[src/rtl/v_hier_drv.sv]
// Initiator-side driver for a 4-bit responder: queues commands, drives avec,
// samples qvec after a fixed latency and returns the result on a response stream.
module v_hier_drv #(
    parameter int unsigned DEPTH = 4,
    parameter int unsigned LAT   = 2
) (
    input  logic       clk,
    input  logic       rst_n,
    input  logic       cmd_valid,
    output logic       cmd_ready,
    input  logic [3:0] cmd_data,
    output logic [3:0] avec,
    input  logic [3:0] qvec,
    output logic       rsp_valid,
    input  logic       rsp_ready,
    output logic [3:0] rsp_data,
    output logic [3:0] rsp_cmd,
    output logic       busy,
    output logic [7:0] txn_cnt
);
    localparam int unsigned AW = (DEPTH > 1) ? $clog2(DEPTH) : 1;
    localparam int unsigned CW = AW + 1;

    typedef enum logic [1:0] {
        IDLE,
        WAIT,
        RESP
    } state_t;

    state_t        r_state;
    state_t        w_state_nxt;

    logic [3:0]    r_mem [DEPTH];
    logic [AW-1:0] r_wptr;
    logic [AW-1:0] r_rptr;
    logic [CW-1:0] r_count;
    logic [3:0]    r_lat;
    logic [3:0]    r_avec;
    logic [3:0]    r_rsp_data;
    logic [3:0]    r_rsp_cmd;
    logic          r_rsp_valid;
    logic [7:0]    r_txn;

    logic          w_push;
    logic          w_pop;
    logic          w_sample;
    logic          w_hs;

    assign cmd_ready = (r_count != CW'(DEPTH));
    assign w_push    = cmd_valid && cmd_ready;
    // Pop decision uses the registered count, so a fresh push never bypasses.
    assign w_pop     = (r_state == IDLE) && (r_count != '0);
    assign w_sample  = (r_state == WAIT) && (r_lat == 4'd1);
    assign w_hs      = (r_state == RESP) && rsp_ready;

    assign avec      = r_avec;
    assign rsp_valid = r_rsp_valid;
    assign rsp_data  = r_rsp_data;
    assign rsp_cmd   = r_rsp_cmd;
    assign txn_cnt   = r_txn;
    assign busy      = (r_state != IDLE) || (r_count != '0);

    always_ff @(posedge clk) begin
        if (w_push) begin
            r_mem[r_wptr] <= cmd_data;
        end
    end

    always_ff @(posedge clk or negedge rst_n) begin
        if (!rst_n) begin
            r_wptr  <= '0;
            r_rptr  <= '0;
            r_count <= '0;
        end else begin
            if (w_push) begin
                r_wptr <= r_wptr + AW'(1);
            end
            if (w_pop) begin
                r_rptr <= r_rptr + AW'(1);
            end
            unique case ({w_push, w_pop})
                2'b10:   r_count <= r_count + CW'(1);
                2'b01:   r_count <= r_count - CW'(1);
                default: r_count <= r_count;
            endcase
        end
    end

    always_ff @(posedge clk or negedge rst_n) begin
        if (!rst_n) begin
            r_state <= IDLE;
        end else begin
            r_state <= w_state_nxt;
        end
    end

    always_comb begin
        w_state_nxt = r_state;
        unique case (r_state)
            IDLE:    if (w_pop)     w_state_nxt = WAIT;
            WAIT:    if (w_sample)  w_state_nxt = RESP;
            RESP:    if (rsp_ready) w_state_nxt = IDLE;
            default: w_state_nxt = IDLE;
        endcase
    end

    always_ff @(posedge clk or negedge rst_n) begin
        if (!rst_n) begin
            r_avec      <= '0;
            r_rsp_cmd   <= '0;
            r_rsp_data  <= '0;
            r_rsp_valid <= 1'b0;
            r_lat       <= '0;
            r_txn       <= '0;
        end else begin
            if (w_pop) begin
                r_avec    <= r_mem[r_rptr];
                r_rsp_cmd <= r_mem[r_rptr];
                r_lat     <= 4'(LAT);
            end else if ((r_state == WAIT) && !w_sample) begin
                r_lat <= r_lat - 4'd1;
            end
            if (w_sample) begin
                r_rsp_data  <= qvec;
                r_rsp_valid <= 1'b1;
            end
            if (w_hs) begin
                r_rsp_valid <= 1'b0;
                r_txn       <= r_txn + 8'd1;
            end
        end
    end

endmodule

[config.mk]
export PLATFORM = sky130hd
export DESIGN_NAME = v_hier_drv
export DESIGN_NICKNAME = d
export VERILOG_FILES = /design/src/rtl/v_hier_drv.sv
export SDC_FILE = /design/constraint.sdc
export NUM_CORES = 1
export LEC_CHECK = 0
export ABC_AREA = 0
export BUFFER_PORTS_ARGS = -buffer_cell sky130_fd_sc_hd__buf_4
export CAP_MARGIN = 10
export CORE_ASPECT_RATIO = 0.75
export CORE_UTILIZATION = 30
export DETAILED_ROUTE_END_ITERATION = 10
export GPL_ROUTABILITY_DRIVEN = 0
export GPL_TIMING_DRIVEN = 0
export PLACE_DENSITY = 0.53
export SYNTH_ARGS = -nofsm -noshare
export SYNTH_HDL_FRONTEND = slang
export SYNTH_SLANG_ARGS = --single-unit
[constraint.sdc]
create_clock -name clk -period 5.1 [get_ports clk]
set_clock_uncertainty 0.1 [all_clocks]
set_input_delay 0.51 -clock clk [delete_from_list [all_inputs] [get_ports clk]]
set_output_delay 0.51 -clock clk [all_outputs]
set_load 0.01 [all_outputs]
==> metrics.md <==
| Metric | Value |
|---|---|
| Ranking of synthesized cells by area | dfrtp_1 (37%), edfxtp_1 (24%), mux2_2 (5.0%) |
| Post-CTS setup repair buffer count | 0 |
| Total negative slack | 0 ps |
| Crit path DAT | 2380 ps |
| All-Layer GR Usage | 10.4% |
| Unrepaired setup endpoints after global routing | false |
| Synth top area share | 36.8% |
| Core area | 0.00644 sq mm |
| Worst Hold Class | in2async |
| Worst R2R Path Depth | 9 |
| CTS tree | yes |
| Worst-case clock buffer depth | 2 |
| Seq cells post-synth | 46 |
| Reg area | 0.00123 sq mm |
| WS Path Type | reg2reg |
| Compound-cell area share of the yosys netlist | 2.89% |
| Share of cells above drive strength 1 | 36.8% |
| Seq/Total Area, Yosys | about three fifths |
| Gr ovfl total | 0 |
| Total Nets Final | 210 |
| FP Rows | 25 |
| Cell variety after synth | 36 |
| Die width | 97.2 um |
| CP Launch Type | flop |
| DP HPWL | 2600 um |
| Largest family of logic cells by synthesized area | simple AND/OR/NAND/NOR gates |
| Crit end category | flop |
| Tcrit/Tclk final | 44.2% |
| Crit-path max cell delay | roughly 430 ps |
| Final antenna-violating net count | 0 |
| Worst setup margin | around 2800 ps |
| Leakage power | approximately 1.1 nW |
| Initial antenna violation count | 0 |
| Number of remaining DRC errors | 0 |
| Slew HR | 69.2% |
| Port bufs | 34 |
| CP cell instances | or3b_4 > and2_4 > inv_1 > ha_1 > inv_1 > fa_1 > xor2_1 > nor2_1 > xor2_1 |
| Clock slew at reported path FFs | 80 ps |
| Routed vias | approximately 1200 |
| Fin Hold WS | roughly 26 ps |
| Post-CTS Hold Buffers | 0 |
| R2R Setup Slk | 2840 ps |
| Initial Utilization | 31.6% |
| MaxCap Viol Count | 0 |
| Mux cell area share after synthesis | 10.6% |
| Largest net degree at the start of global routing | 31 |
| Root buf cell | clkbuf_8 |
| Fin util | between 30 and 40% |
| Post-Synth Adder-Cell Area | 5.89% |
| Die Area | between 0.007 and 0.008 sq mm |
| # fillers | 640 |
| Routed WL per cell | ~13 um |
| Syn. warnings | 0 |
| Io pins | 35 |
| Cell count after synthesis | about 150 |
| Syn_area_per_cell | 13.8 sq um |
| Crit path time final | 2260 ps |
| Routed WL | 3500 um |
| Pre-CTS setup slack | 2840 ps |
| Fmax | 0.443 GHz |
| Cell accounting for the most synthesized area | dfrtp_1 |
| Vias/cell | about 4.5 |
| Post-CTS sizing | 0 |
| Die span in y | 73.4 um |
| XOR/XNOR Fraction of Synth Area | 5.59% |
| Fin. max-slew vios | 0 |
| Critical path peak fanout | 6 |
| H-tree depth | 2 |
| Final hold violations | 0 |
| Final setup violation count | 0 |
| Fin area | 0.00251 sq mm |
| Inserted Diodes | 0 |
| Drt pass-1 iters | 4 |
| Worst reg2reg path endpoint | r_count[2] |
| Clk_lat worst skew | 300 ps |
| Initial DRC Count | 45 |
| Critical-path top delay cell | dfrtp_1 |
| First-pass GRT wire length | 5670 um |
| CTS sink cnt | 46 |
| Worst endpoint required time | 5220 ps |
| Cell Area, Synth | 0.00204 sq mm |
| R2r startpoint | r_count[0] |
| Simple-Gate Fraction of Synth Area | 10.9% |
| Worst-Margin Slew | 461 ps |
| Layout area overhead | 23.1% |
| Area of the multi-input gates | 731 sq um |
| CTS Buf Count | 5 |
| Vias in the first global route | approximately 1100 |
| Status | finished, final reports clean |
| IR Drop Worst-Case VDD | about 0.14 mV |
| Syn Nets | 169 |
| Pwr dens | between 500 and 600 mW/mm^2 |
| DP Area | 0.00239 sq mm |
## layout by cell type, fill, tap and decap left out
cell / instances
fa_1: 1
mux2i_1: 1
nor4_1: 1
or3_1: 1
dfrtp_1: 30
mux2_4: 1
nand3b_1: 1
o41ai_1: 1
edfxtp_1: 16
or3b_2: 1
a21oi_1: 3
nand3_1: 5
o21ai_0: 4
o211ai_1: 1
or4_1: 1
nand4b_1: 1
nand2_1: 8
nand2_2: 1
buf_4: 38
inv_2: 1
mux4_2: 4
nor3b_1: 1
and2_4: 1
inv_1: 10
xnor2_1: 6
nand2b_1: 2
clkinvlp_4: 2
a21boi_0: 1
or3b_4: 1
nor2b_1: 1
xor2_1: 7
and3_2: 4
mux2_2: 9
nor3_1: 4
clkbuf_8: 5
nor2_1: 5
ha_1: 8
buf_2: 1
bufinv_16: 1
## kinds of logic (layout without fill, tap and decap cells)
kind of cell | Yosys count | in the layout
DFF | 46 | 46
and+or+nand+nor | 39 | 39
buffers and inverters | 16 | 58
muxes | 15 | 15
xor gates and xnor gates | 13 | 13
AOI/OAI and AO/OA | 10 | 10
adders and majority gates | 9 | 9
## power breakdown
part	leakage [nW]	total, mW	internal [mW]	switching [mW]
Combinational	0.550	0.570	0.314	0.255
Sequential	0.514	0.608	0.511	0.0975
Clock	0.0504	0.270	0.146	0.124
Total	1.11	1.45	0.971	0.477
## how the worst max path moves through the flow
stage / from / to / slack, ps
global placement: r_count[0] / r_count[2] / 2840
finish: r_count[0] / r_count[2] / 2840
global route: r_count[0] / r_count[2] / 2670
detailed placement: r_count[0] / r_count[2] / 2840
floorplan: r_count[0] / r_count[2] / 2920
CTS: r_count[0] / r_count[2] / 2820
## synthesized netlist by cell type
| master | count |
|---|---|
| nand2b_1 | 2 |
| and3_2 | 4 |
| or3b_2 | 1 |
| a21oi_1 | 3 |
| edfxtp_1 | 16 |
| xnor2_1 | 6 |
| mux4_2 | 4 |
| ha_1 | 8 |
| and2_4 | 1 |
| nor2b_1 | 1 |
| nand3_1 | 5 |
| mux2_2 | 9 |
| o21ai_0 | 4 |
| mux2i_1 | 1 |
| buf_4 | 4 |
| o211ai_1 | 1 |
| or3_1 | 1 |
| o41ai_1 | 1 |
| a21boi_0 | 1 |
| buf_2 | 1 |
| nand2_1 | 8 |
| nor3_1 | 4 |
| fa_1 | 1 |
| or3b_4 | 1 |
| nor4_1 | 1 |
| nand2_2 | 1 |
| mux2_4 | 1 |
| or4_1 | 1 |
| nor2_1 | 5 |
| nor3b_1 | 1 |
| nand3b_1 | 1 |
| inv_1 | 10 |
| xor2_1 | 7 |
| inv_2 | 1 |
| nand4b_1 | 1 |
| dfrtp_1 | 30 |
## per-layer routing
metal  global-route usage, %  wire length, um
met5                       0                0
met4                    4.98               54
met3                    2.47              117
met2                    14.9             1530
met1                    14.7             1800
## area by class of cell
type,count,share of cell area (%)
buffer,5,1.40
clock inverter,3,1.80
sequential,46,49.1
inverter,11,1.65
timing repair buffer,34,10.2
clock buffer,5,2.74
tap,81,4.04
multi-input combinational,86,29.1
## per-stage QoR
| step | instances | power, mW |
|---|---|---|
| finish | 271 | 1.45 |
| global route | 271 | 1.56 |
| CTS | 271 | 1.48 |
| detailed placement | 263 | 1.20 |
| global placement | 263 | 1.19 |
| floorplan | 148 | 0.993 |
## state kept, by name, indices dropped and copies added, names as in the netlist
signal / cells
r_lat: 4
rsp_cmd: 4
r_wptr: 2
r_count: 3
r_rptr: 2
txn_cnt: 8
rsp_data: 4
r_mem: 16
r_state: 2
rsp_valid: 1
## worst max-delay path: cells and delay by family, from the launching register on
kind,cells,cell delay (ps)
XOR/XNOR,2,290
adder cells (fa/ha/maj),2,540
buffers and inverters,2,110
flip-flops,1,430
AND/OR/NAND/NOR,3,720
(Power assumes the default switching activity.)
